<file path="config.mk">
export PLATFORM = sky130hd
export DESIGN_NAME = riscv_mem_loader
export DESIGN_NICKNAME = d
export VERILOG_FILES = /design/src/rtl/riscv_mem_loader.sv
export SDC_FILE = /design/constraint.sdc
export NUM_CORES = 1
export LEC_CHECK = 0
export ABC_AREA = 1
export CAP_MARGIN = 40
export CORE_MARGIN = 2
export CORE_UTILIZATION = 35
export DETAILED_ROUTE_END_ITERATION = 16
export PLACE_DENSITY = 0.57
export RECOVER_POWER = 50
export SLEW_MARGIN = 20
export SYNTH_ARGS = -nofsm -noshare
export SYNTH_HDL_FRONTEND = slang
export SYNTH_SLANG_ARGS = --single-unit
export TNS_END_PERCENT = 5
</file>
<file path="constraint.sdc">
create_clock -name clk -period 4.3 [get_ports clk]
set_clock_uncertainty 0.05 [all_clocks]
set_input_delay 0.43 -clock clk [delete_from_list [all_inputs] [get_ports clk]]
set_output_delay 0.43 -clock clk [all_outputs]
set_load 0.02 [all_outputs]
</file>
<file path="src/rtl/riscv_mem_loader.sv">
// Byte-stream program loader: assembles little-endian words from a debug/UART
// stream, writes them to the shared SRAM and holds the core in reset until done.
module riscv_mem_loader #(
  parameter logic [31:0] ADDR_MASK = 32'h0000_fffc
) (
  input  logic        clk,
  input  logic        clk__enable,
  input  logic        reset,
  input  logic        load_start,
  input  logic        byte_valid,
  input  logic [7:0]  byte_data,
  output logic        byte_ready,
  output logic        mem_req_valid,
  output logic [31:0] mem_req_address,
  output logic [31:0] mem_req_data,
  output logic [3:0]  mem_req_byte_en,
  input  logic        mem_req_ack,
  output logic        riscv_reset_n,
  output logic        load_done,
  output logic [15:0] words_written
);

  typedef enum logic [2:0] {
    IDLE  = 3'd0,
    ADDR  = 3'd1,
    COUNT = 3'd2,
    DATA  = 3'd3,
    WRITE = 3'd4,
    DONE  = 3'd5
  } state_t;

  state_t      state_reg, state_next;
  logic [1:0]  byte_idx_reg;
  logic [31:0] asm_word;
  logic [31:0] word_full;
  logic [31:0] address_reg;
  logic [31:0] remaining_reg;
  logic [31:0] data_reg;
  logic [15:0] words_written_reg;
  logic        byte_ready_reg;
  logic        mem_req_valid_reg;
  logic [3:0]  mem_req_byte_en_reg;
  logic        riscv_reset_n_reg;
  logic        load_done_reg;

  logic byte_fire;
  logic word_complete;
  logic write_fire;
  logic restart;

  assign byte_fire     = clk__enable && byte_valid && byte_ready_reg;
  assign word_complete = byte_fire && (byte_idx_reg == 2'd3);
  assign write_fire    = clk__enable && mem_req_valid_reg && mem_req_ack;
  assign restart       = clk__enable && load_start &&
                         ((state_reg == IDLE) || (state_reg == DONE));

  // One register per byte lane; lane k captures the k-th byte of each word.
  generate
    for (genvar gi = 0; gi < 4; gi++) begin : g_lane
      logic [7:0] lane_reg;
      always_ff @(posedge clk or posedge reset) begin
        if (reset) begin
          lane_reg <= 8'h00;
        end else if (byte_fire && (byte_idx_reg == 2'(gi))) begin
          lane_reg <= byte_data;
        end
      end
      assign asm_word[8*gi +: 8] = lane_reg;
    end
  endgenerate

  // The 4th byte is used straight from the stream so the word is ready on its edge.
  assign word_full = {byte_data, asm_word[23:0]};

  always_comb begin
    state_next = state_reg;
    case (state_reg)
      IDLE:  if (restart) state_next = ADDR;
      ADDR:  if (word_complete) state_next = COUNT;
      COUNT: if (word_complete) state_next = (word_full == 32'd0) ? DONE : DATA;
      DATA:  if (word_complete) state_next = WRITE;
      WRITE: if (write_fire) state_next = (remaining_reg == 32'd1) ? DONE : DATA;
      DONE:  if (restart) state_next = ADDR;
      default: state_next = IDLE;
    endcase
  end

  always_ff @(posedge clk or posedge reset) begin
    if (reset) begin
      state_reg           <= IDLE;
      byte_idx_reg        <= 2'd0;
      address_reg         <= 32'd0;
      remaining_reg       <= 32'd0;
      data_reg            <= 32'd0;
      words_written_reg   <= 16'd0;
      byte_ready_reg      <= 1'b0;
      mem_req_valid_reg   <= 1'b0;
      mem_req_byte_en_reg <= 4'h0;
      riscv_reset_n_reg   <= 1'b0;
      load_done_reg       <= 1'b0;
    end else if (clk__enable) begin
      state_reg           <= state_next;
      // Outputs are decoded from the next state so they change with it.
      byte_ready_reg      <= (state_next == ADDR) || (state_next == COUNT) ||
                             (state_next == DATA);
      mem_req_valid_reg   <= (state_next == WRITE);
      mem_req_byte_en_reg <= (state_next == WRITE) ? 4'hf : 4'h0;
      riscv_reset_n_reg   <= (state_next == DONE);
      load_done_reg       <= (state_next == DONE);

      if (byte_fire) begin
        byte_idx_reg <= byte_idx_reg + 2'd1;
      end

      if (restart) begin
        byte_idx_reg      <= 2'd0;
        words_written_reg <= 16'd0;
      end

      if (word_complete) begin
        case (state_reg)
          ADDR:    address_reg   <= word_full & ADDR_MASK;
          COUNT:   remaining_reg <= word_full;
          DATA:    data_reg      <= word_full;
          default: ;
        endcase
      end

      if (write_fire) begin
        address_reg   <= (address_reg + 32'd4) & ADDR_MASK;
        remaining_reg <= remaining_reg - 32'd1;
        if (words_written_reg != 16'hffff) begin
          words_written_reg <= words_written_reg + 16'd1;
        end
      end
    end
  end

  assign byte_ready      = byte_ready_reg;
  assign mem_req_valid   = mem_req_valid_reg;
  assign mem_req_address = address_reg;
  assign mem_req_data    = data_reg;
  assign mem_req_byte_en = mem_req_byte_en_reg;
  assign riscv_reset_n   = riscv_reset_n_reg;
  assign load_done       = load_done_reg;
  assign words_written   = words_written_reg;

endmodule

</file>
==> run summary, run 1 <==
The number of max-slew violations in the final report is 69. In this run the critical register-to-register path is launched from byte_ready$_DFFE_PP0P_. The clock insertion delay at the later pin of the skew report is around 0.42 ns. Entering global routing, the biggest net connects 69 pins. The total number of vias is 6,269.

Summing internal, switching and leakage power gives 4.82 mW. The total number of nets in the final design came out at approximately 1,000. The aggregate global-route resource usage came out at 18.6%. The critical path contains buffers and inverters numbering 3 combined. Among cell families on the critical path, the largest total delay comes from buffers and inverters. The die covers 0.0214 sq mm. Setup violations remaining at the end of the flow were counted as 0. The worst setup path is captured at a flip-flop. The number of placement rows is 52. The average vias per placed instance is 4.97. The global placement routability congestion came out at 0.846.

STA classifies the critical path startpoint as an input port. The clock tree root driver cell is clkbuf_16. Data on the critical path is required at its endpoint by 4.60 ns.

The combined area of all synthesized cells is 0.00710 sq mm. The CTS clock-pin slew for the worst setup and hold paths came out at 0.06 ns. The number of warnings reported in the yosys synthesis log is 0. The synthesized area per cell is 7.85 sq um. The register-to-register path setup slack is around 2.1 ns. The post-CTS resize count is 0.

The number of top-level design ports came out at ~100. After clock tree synthesis, the setup repair step added 0 buffers. The height of the die came out at 146 microns.

The total iterations of the first detailed-routing run came out at 7. The max-slew headroom at the worst pin is -11.3%. Cell internal power was estimated by the tool at 2.82 mW. The standard cell with the maximum stage delay on the critical path is dlygate4sd3_1. The setup path with the least slack is of type input port to flip-flop.

The transition at the pin with the smallest max-transition slack came out at roughly 1.7 ns. The power per standard cell area came out at 559 mW/mm^2. The number of buffers added by the clock tree synthesis step is 17. The aggregate global routing overflow came out at 0. The fraction of power consumed by combinational cells is around 34%. The final-layout fill cell count is 2,051. The fraction of layout cells with a size suffix above 1 is under 10%. The H-tree depth is 4. The number of antenna violations at the first check in global routing is 0.

The number of sinks on the clock net came out at 126. The fraction of the core area covered by cells at the end of the flow is 42.9%. The proportion of total power due to net switching is roughly two fifths.

The run finished, with violations left. For this run, design rule violations remaining after detail routing come to 0. The critical path data arrival time is around 2.9 ns. The number of buffers between clock root and the deepest sink is 2. Setup repair after global routing left no endpoint under its margin. The count of buffers from port buffering is 83. The largest stage delay on the critical path came out at 0.81 ns. The count of non-filler cells in the finished layout came out at 1,261. The signal on the critical path passes through dlygate4sd3_1 > nand3_1 > clkinvlp_2 > nand2_4 > inv_4 > nand3_4 > nand2_1 > a21oi_1 > nand2_1 > nand2_1 > o21bai_1.

The clock tree from TritonCTS is done. The clock network accounts for between 20% and 30% of the total power. The depth of the worst register-to-register path is 9. From synthesis to final layout, the design area changed by 21.4%. The cell that appears most often on the critical path is nand2_1.

In this run the horizontal extent of the chip is approximately 150 microns. The starting density of the core is 35.3%. The HPWL after detailed placement is 13.9 mm. The sequential-to-total area share from yosys stat is about 44%. The core area came out at 0.0201 sq mm. IR analysis of the VDD net gives a maximum drop of between 0.0003 and 0.0004 V. Dividing the detail-routed wire length by the instance count gives about 15 microns. The number of hold buffers added after CTS was 0.

The number of placed instances, taps included, is roughly 1,200. The count of different cell masters after synthesis is just over 40. The max capacitance violation total came out at 1.

The leakage power came out at 4.00 nW. In this run the critical register-to-register path is captured at remaining_reg[2]$_DFFE_PP0P_. The final period utilization came out at 59.8%.

Based on the critical path, the design can be clocked at up to 0.389 GHz. The initial detailed-routing violation count came out at 455. Synthesis inferred 126 register bits.

The worst hold path belongs to the class input port to asynchronous set/reset pin. The switching component of the power is 2.00 mW. The via count of the first global-routing pass is 5,906.

The maximum fanout encountered on the critical timing path came out at 49. The final number of hold-violating endpoints is 0. The checks that failed: capacitance limit, slew limit.

For the finished layout, the period the worst path requires is 2.57 ns. 0 antenna diodes ended up in the layout. The final antenna-violating net count came out at 0. The cell count after synthesis came out at 905. The setup TNS after final layout came out at 0 ns. The global-route wire length before repair is 31.6 mm. Summed over all layers, the routed wires come to 19.4 mm.

The sequential cell fraction of total power is 37.5%.
-- final cells by class --
type / count / area (sq um) / share of cell area, %
Clock buffer: 18 / 439 / 5.09
Clock inverter: 14 / 124 / 1.44
Inverter: 89 / 340 / 3.95
Multi-Input combinational cell: 656 / 3330 / 38.6
Sequential cell: 126 / 3150 / 36.6
Tap cell: 270 / 338 / 3.92
Timing Repair Buffer: 88 / 898 / 10.4
-- cell usage after synthesis --
library cell,count,area [sq um]
o32ai_1,1,8.76
o211ai_1,13,97.6
nand3_1,61,305
o221ai_1,10,87.6
nand2_1,216,811
nand2_2,7,43.8
o311ai_0,2,17.5
nand4_1,15,93.8
buf_4,23,173
nand3_4,3,52.6
nor2_1,106,398
nor3_1,10,50.1
nor3_2,1,10.0
o21ai_0,94,470
clkbuf_1,13,48.8
a21oi_2,1,8.76
o31ai_1,1,7.51
a21oi_1,15,75.1
o21bai_1,5,37.5
clkinv_2,1,5.00
nor2_4,5,56.3
nor2_2,5,31.3
o22ai_1,5,31.3
or2_2,3,18.8
inv_1,81,304
inv_2,5,18.8
xnor2_1,9,78.8
o21ai_1,6,30.0
mux2_2,16,180
inv_4,2,12.5
a221oi_1,1,8.76
dfrtp_1,126,3150
buf_6,5,56.3
conb_1,1,3.75
o21ai_2,1,8.76
ha_1,8,100
a31oi_1,2,12.5
nand2_4,3,33.8
xor2_1,12,105
and2_1,1,6.26
buf_2,10,50.1
-- placed cells by master (no fill, tap or decap), types with 6 or more instances in the layout --
cell             instances
nor3_1                  10
inv_6                    7
dlygate4sd3_1           25
dfrtp_1                126
nand2_1                216
mux2_2                  16
o211ai_1                13
inv_1                   80
conb_1                  18
xnor2_1                  9
o21ai_0                 94
nand4_1                 15
ha_1                     8
a21oi_1                 15
clkbuf_16               17
o21ai_1                  6
o221ai_1                10
nand3_1                 62
xor2_1                  12
nand2_2                  7
clkdlybuf4s50_1         58
nor2_1                 106
-- logic make-up after synthesis --
| logic type | synth area share (%) |
|---|---|
| compound gates | 12.7 |
| xor+xnor | 2.59 |
| fa+ha+maj | 1.41 |
| buf+inv | 9.41 |
| flops | 44.4 |
| mux | 2.54 |
| other cells | 0.0528 |
| simple gates | 26.9 |
-- worst max-delay path by stage --
| stage | start | to | slack, ns | cells after the start |
|---|---|---|---|---|
| after CTS | clk__enable | remaining_reg[19]$_DFFE_PP0P_ | 1.81 | 7 |
| final | clk__enable | mem_req_byte_en[2]$_DFFE_PP0P_ | 1.73 | 11 |
| after global placement | clk__enable | remaining_reg[19]$_DFFE_PP0P_ | 1.40 | 7 |
| after detailed placement | clk__enable | remaining_reg[19]$_DFFE_PP0P_ | 1.38 | 7 |
| after floorplan | reset | byte_idx_reg[0]$_DFFE_PP0P_ | 0.46 | 1 |
| after global routing | clk__enable | mem_req_byte_en[2]$_DFFE_PP0P_ | 1.38 | 11 |
-- power by group through the flow --
stage / logic, mW / registers [mW] / clock network [mW]
after floorplan: 1.11 / 1.79 / 0
after global placement: 1.60 / 1.82 / 0
after detailed placement: 1.62 / 1.82 / 0
after CTS: 1.63 / 1.80 / 1.42
after global routing: 1.84 / 1.86 / 1.47
final: 1.62 / 1.81 / 1.39
-- layer usage --
layer  share of wire (%)  vias up  track usage (%)
met5                   0        -                0
met4                 1.7        0             5.87
met1                  48     2978             27.2
met3                 5.9       21             3.31
li1                    -     3077                -
met2                  44      193             27.9
-- through the flow --
step | hold slack [ns] | instance area, sq um | setup slack [ns]
after detailed placement | 0.427 | 8060 | 1.38
final | 0.351 | 8620 | 1.73
after global placement | 0.427 | 8060 | 1.40
after global routing | 0.361 | 8620 | 1.38
after CTS | 0.444 | 8630 | 1.81
after floorplan | 0.425 | 7170 | 0.464
Note: power is estimated with default switching activity, not from simulation.
==> run 2, diff against run 1 <==
PLACE_DENSITY = 0.59   (was 0.57)
clock period = 2.1 ns   (was 4.3 ns; I/O delays follow)
==> run 2 against run 1 <==
The run now ends clean. Wire length rose by 1.7%. Cell area up 1.3%. First-iteration DRC count up 6.4%. Global-route usage increased by 0.55 points. Final cell count increased by 1.5%. Critical path type is now flip-flop to flip-flop. Critical endpoint is now mem_req_data[9]$_DFFE_PP0P_. Highest routed layer unchanged.
==> run summary, run 2 (same netlist as run 1, synthesis figures left out) <==
The worst setup path is launched from a flip-flop. The number of buffers between clock root and the deepest sink came to 2 (unchanged). The power per standard cell area came out at 1130 mW/mm^2 (+100%).

The height of the die came out at 146 microns (unchanged). The worst setup timing slack at the placement stage was 0.0327 ns (-1.34 ns). The count of buffers from port buffering came to 83 (unchanged). The post-synthesis to final-layout area growth came out at 23.1%. The aggregate global routing overflow came out at 0 (unchanged). The most numerous cell type found on the critical path is inv_4. The maximum fanout encountered on the critical timing path came to 48 (-2.0%). The final number of hold-violating endpoints came out at 0 (unchanged). The worst-case vdd ir drop came out at 0.000715 V (+110%).

The fmax is 0.504 GHz. The global-route wire length before repair came out at 32.6 mm (+3.1%). The area enclosed by the die boundary is 0.0214 sq mm (unchanged). The average vias per placed instance came out at 4.91 (-1.2%). Leaving out fill and tap cells, the most frequent cells in the layout are 217 x nand2_1, 126 x dfrtp_1, 105 x nor2_1. The total number of nets in the final design is 1,019 (+1.9%). The number of sinks on the clock net is 126 (unchanged). The largest stage delay on the critical path came out at 0.44 ns (-0.37 ns). The total iterations of the first detailed-routing run is 5 (-2). The clock insertion delay at the later pin of the skew report was 0.42 ns (about the same).

The count of unresolved DRC violations after routing came out at 0 (unchanged). The core area came out at 0.0201 sq mm (unchanged). The maximum number of pins on one net before global-route repair came out at 73 (+5.8%).

The number of cells on the worst hold path is 2. The leakage power came out at 3.99 nW (about the same). The critical path is of the flip-flop to flip-flop type. The worst register-to-register path ends at mem_req_data[9]$_DFFE_PP0P_. The number of buffers added by the clock tree synthesis step came out at 17 (unchanged). The critical path data arrival time came out at 2.24 ns (-0.63 ns). The tree is rooted in a clkbuf_16. The count of final setup violators came out at 0 (unchanged). The starting density of the core came out at 35.3% (unchanged).

The max-slew headroom at the worst pin came out at 7.85% (+19 points). The number of diodes added for antenna fixing came to 0 (unchanged). The setup TNS after final layout came to 0 ns (unchanged). Traced cell by cell, the critical path runs through nand3_1 > inv_4 > nand2_1 > inv_4 > nand3_4 > clkbuf_4 > mux2_2. The depth of the worst register-to-register path is 7 (-2). The path class of the tightest hold or removal check is flip-flop to flip-flop. The HPWL after detailed placement is 14.4 mm (+3.9%). The start point of the worst min-delay path is mem_req_data[26]$_DFFE_PP0P_. The H-tree depth is 4 (unchanged). The final period utilization came out at 94.6%. The sum of routed wire length over all layers came out at 19.8 mm (+1.7%).

The register-to-register path setup slack was 0.11 ns (-2.03 ns). The flow ran to the end, and the final reports show no timing, DRC or antenna violations. The total power of the final layout came out at 9.88 mW (+100%).

TritonCTS built the clock tree. The global placement routability congestion is 0.876 (+3.5%). The max capacitance violation total was 0 (-1).

The required time reported for the critical path endpoint came out at 2.35 ns (-2.25 ns). The total number of vias is 6,288 (+0.30%). The post-layout minimum cycle time came out at 1.99 ns. The number of top-level design ports came out at 102 (unchanged). The final antenna-violating net count is 0 (unchanged). Leaving out fill and tap cells, the most frequent cell in the layout is nand2_1.

The standard cell with the maximum stage delay on the critical path is clkbuf_4. The fraction of layout cells with a size suffix above 1 is 10.8% (+1.7 points). The number of placement rows is 52 (unchanged).

The transition at the pin with the smallest max-transition slack is 1.38 ns (-0.287 ns). Setup repair after global routing left no endpoint under its margin. The number of max-slew violations in the final report was 0 (-100%).

The via count of the first global-routing pass is 5,887 (-0.32%). The CTS clock-pin slew for the worst setup and hold paths came out at 0.06 ns (about the same). The worst-case setup margin in the final layout is 0.114 ns (-1.61 ns). The initial detailed-routing violation count is 484 (+6.4%). For hold timing, the worst endpoint is mem_req_data[26]$_DFFE_PP0P_. The number of antenna violations at the first check in global routing came out at 0 (unchanged). The final routed wire length divided by cell count came out at 15.4 microns (+0.21%). The worst setup path is captured at a flip-flop. In this run the critical register-to-register path is launched from byte_ready$_DFFE_PP0P_.

The floorplan die width came to 146 microns (unchanged). The aggregate global-route resource usage came out at 19.1% (+0.55 points).
-- run 2: repair_timing --
| item | CTS | global route |
|---|---|---|
| endpoints found under the hold margin | 0 | 0 |
| resized for setup | 0 | 1 |
| hold buffers | 0 | 0 |
| setup buffers | 0 | 0 |
| endpoints found under the setup margin | 0 | 1 |
-- run 2: area by class of cell --
cell class	count	area, sq um
repair buffers	107	1030
inverters	89	342
flip-flops and latches	126	3150
clock buffers	18	439
clock inverters	14	108
multi-input cells	656	3330
fillers	2042	11400
well taps	270	338
-- run 2: per-stage QoR --
step | hold WS [ns] | util (%) | cells | instance area [sq um]
finish | 0.434 | 43.5 | 1280 | 8740
global route | 0.473 | 43.5 | 1280 | 8740
CTS | 0.226 | 43.8 | 1280 | 8800
detailed placement | 0.427 | 41.1 | 1248 | 8250
global placement | 0.425 | 41.1 | 1248 | 8250
floorplan | 0.333 | - | 922 | 7170
-- run 2: critical path, delay by kind of cell, from the launching register on --
family	cells	cell delay, ns
multiplexers	1	0.40
buffers and inverters	3	0.58
flip-flops	1	0.41
AND/OR/NAND/NOR	3	0.38
-- run 2: how the worst max path moves through the flow --
stage | start | to | cells after the start
floorplan | reset | byte_idx_reg[0]$_DFFE_PP0P_ | 1
detailed placement | clk__enable | remaining_reg[12]$_DFFE_PP0P_ | 12
CTS | remaining_reg[0]$_DFFE_PP0P_ | remaining_reg[28]$_DFFE_PP0P_ | 10
finish | byte_ready$_DFFE_PP0P_ | mem_req_data[9]$_DFFE_PP0P_ | 7
global placement | clk__enable | remaining_reg[12]$_DFFE_PP0P_ | 12
global route | byte_ready$_DFFE_PP0P_ | mem_req_data[1]$_DFFE_PP0P_ | 7
-- run 2: power breakdown --
part / switching (mW) / internal (mW) / total, mW / leakage [nW]
clock network: 1.20 / 1.55 / 2.75 / 0.264
logic: 2.18 / 1.24 / 3.42 / 2.05
registers: 0.711 / 3.00 / 3.71 / 1.68
total: 4.09 / 5.80 / 9.88 / 3.99
-- run 2: routing by layer --
metal	GRT usage, %	up-vias	routed length (microns)
met5	0	-	0
li1	-	3113	-
met3	3.44	17	1100
met4	5.15	0	201
met2	28.4	185	8910
met1	28.6	2973	9560
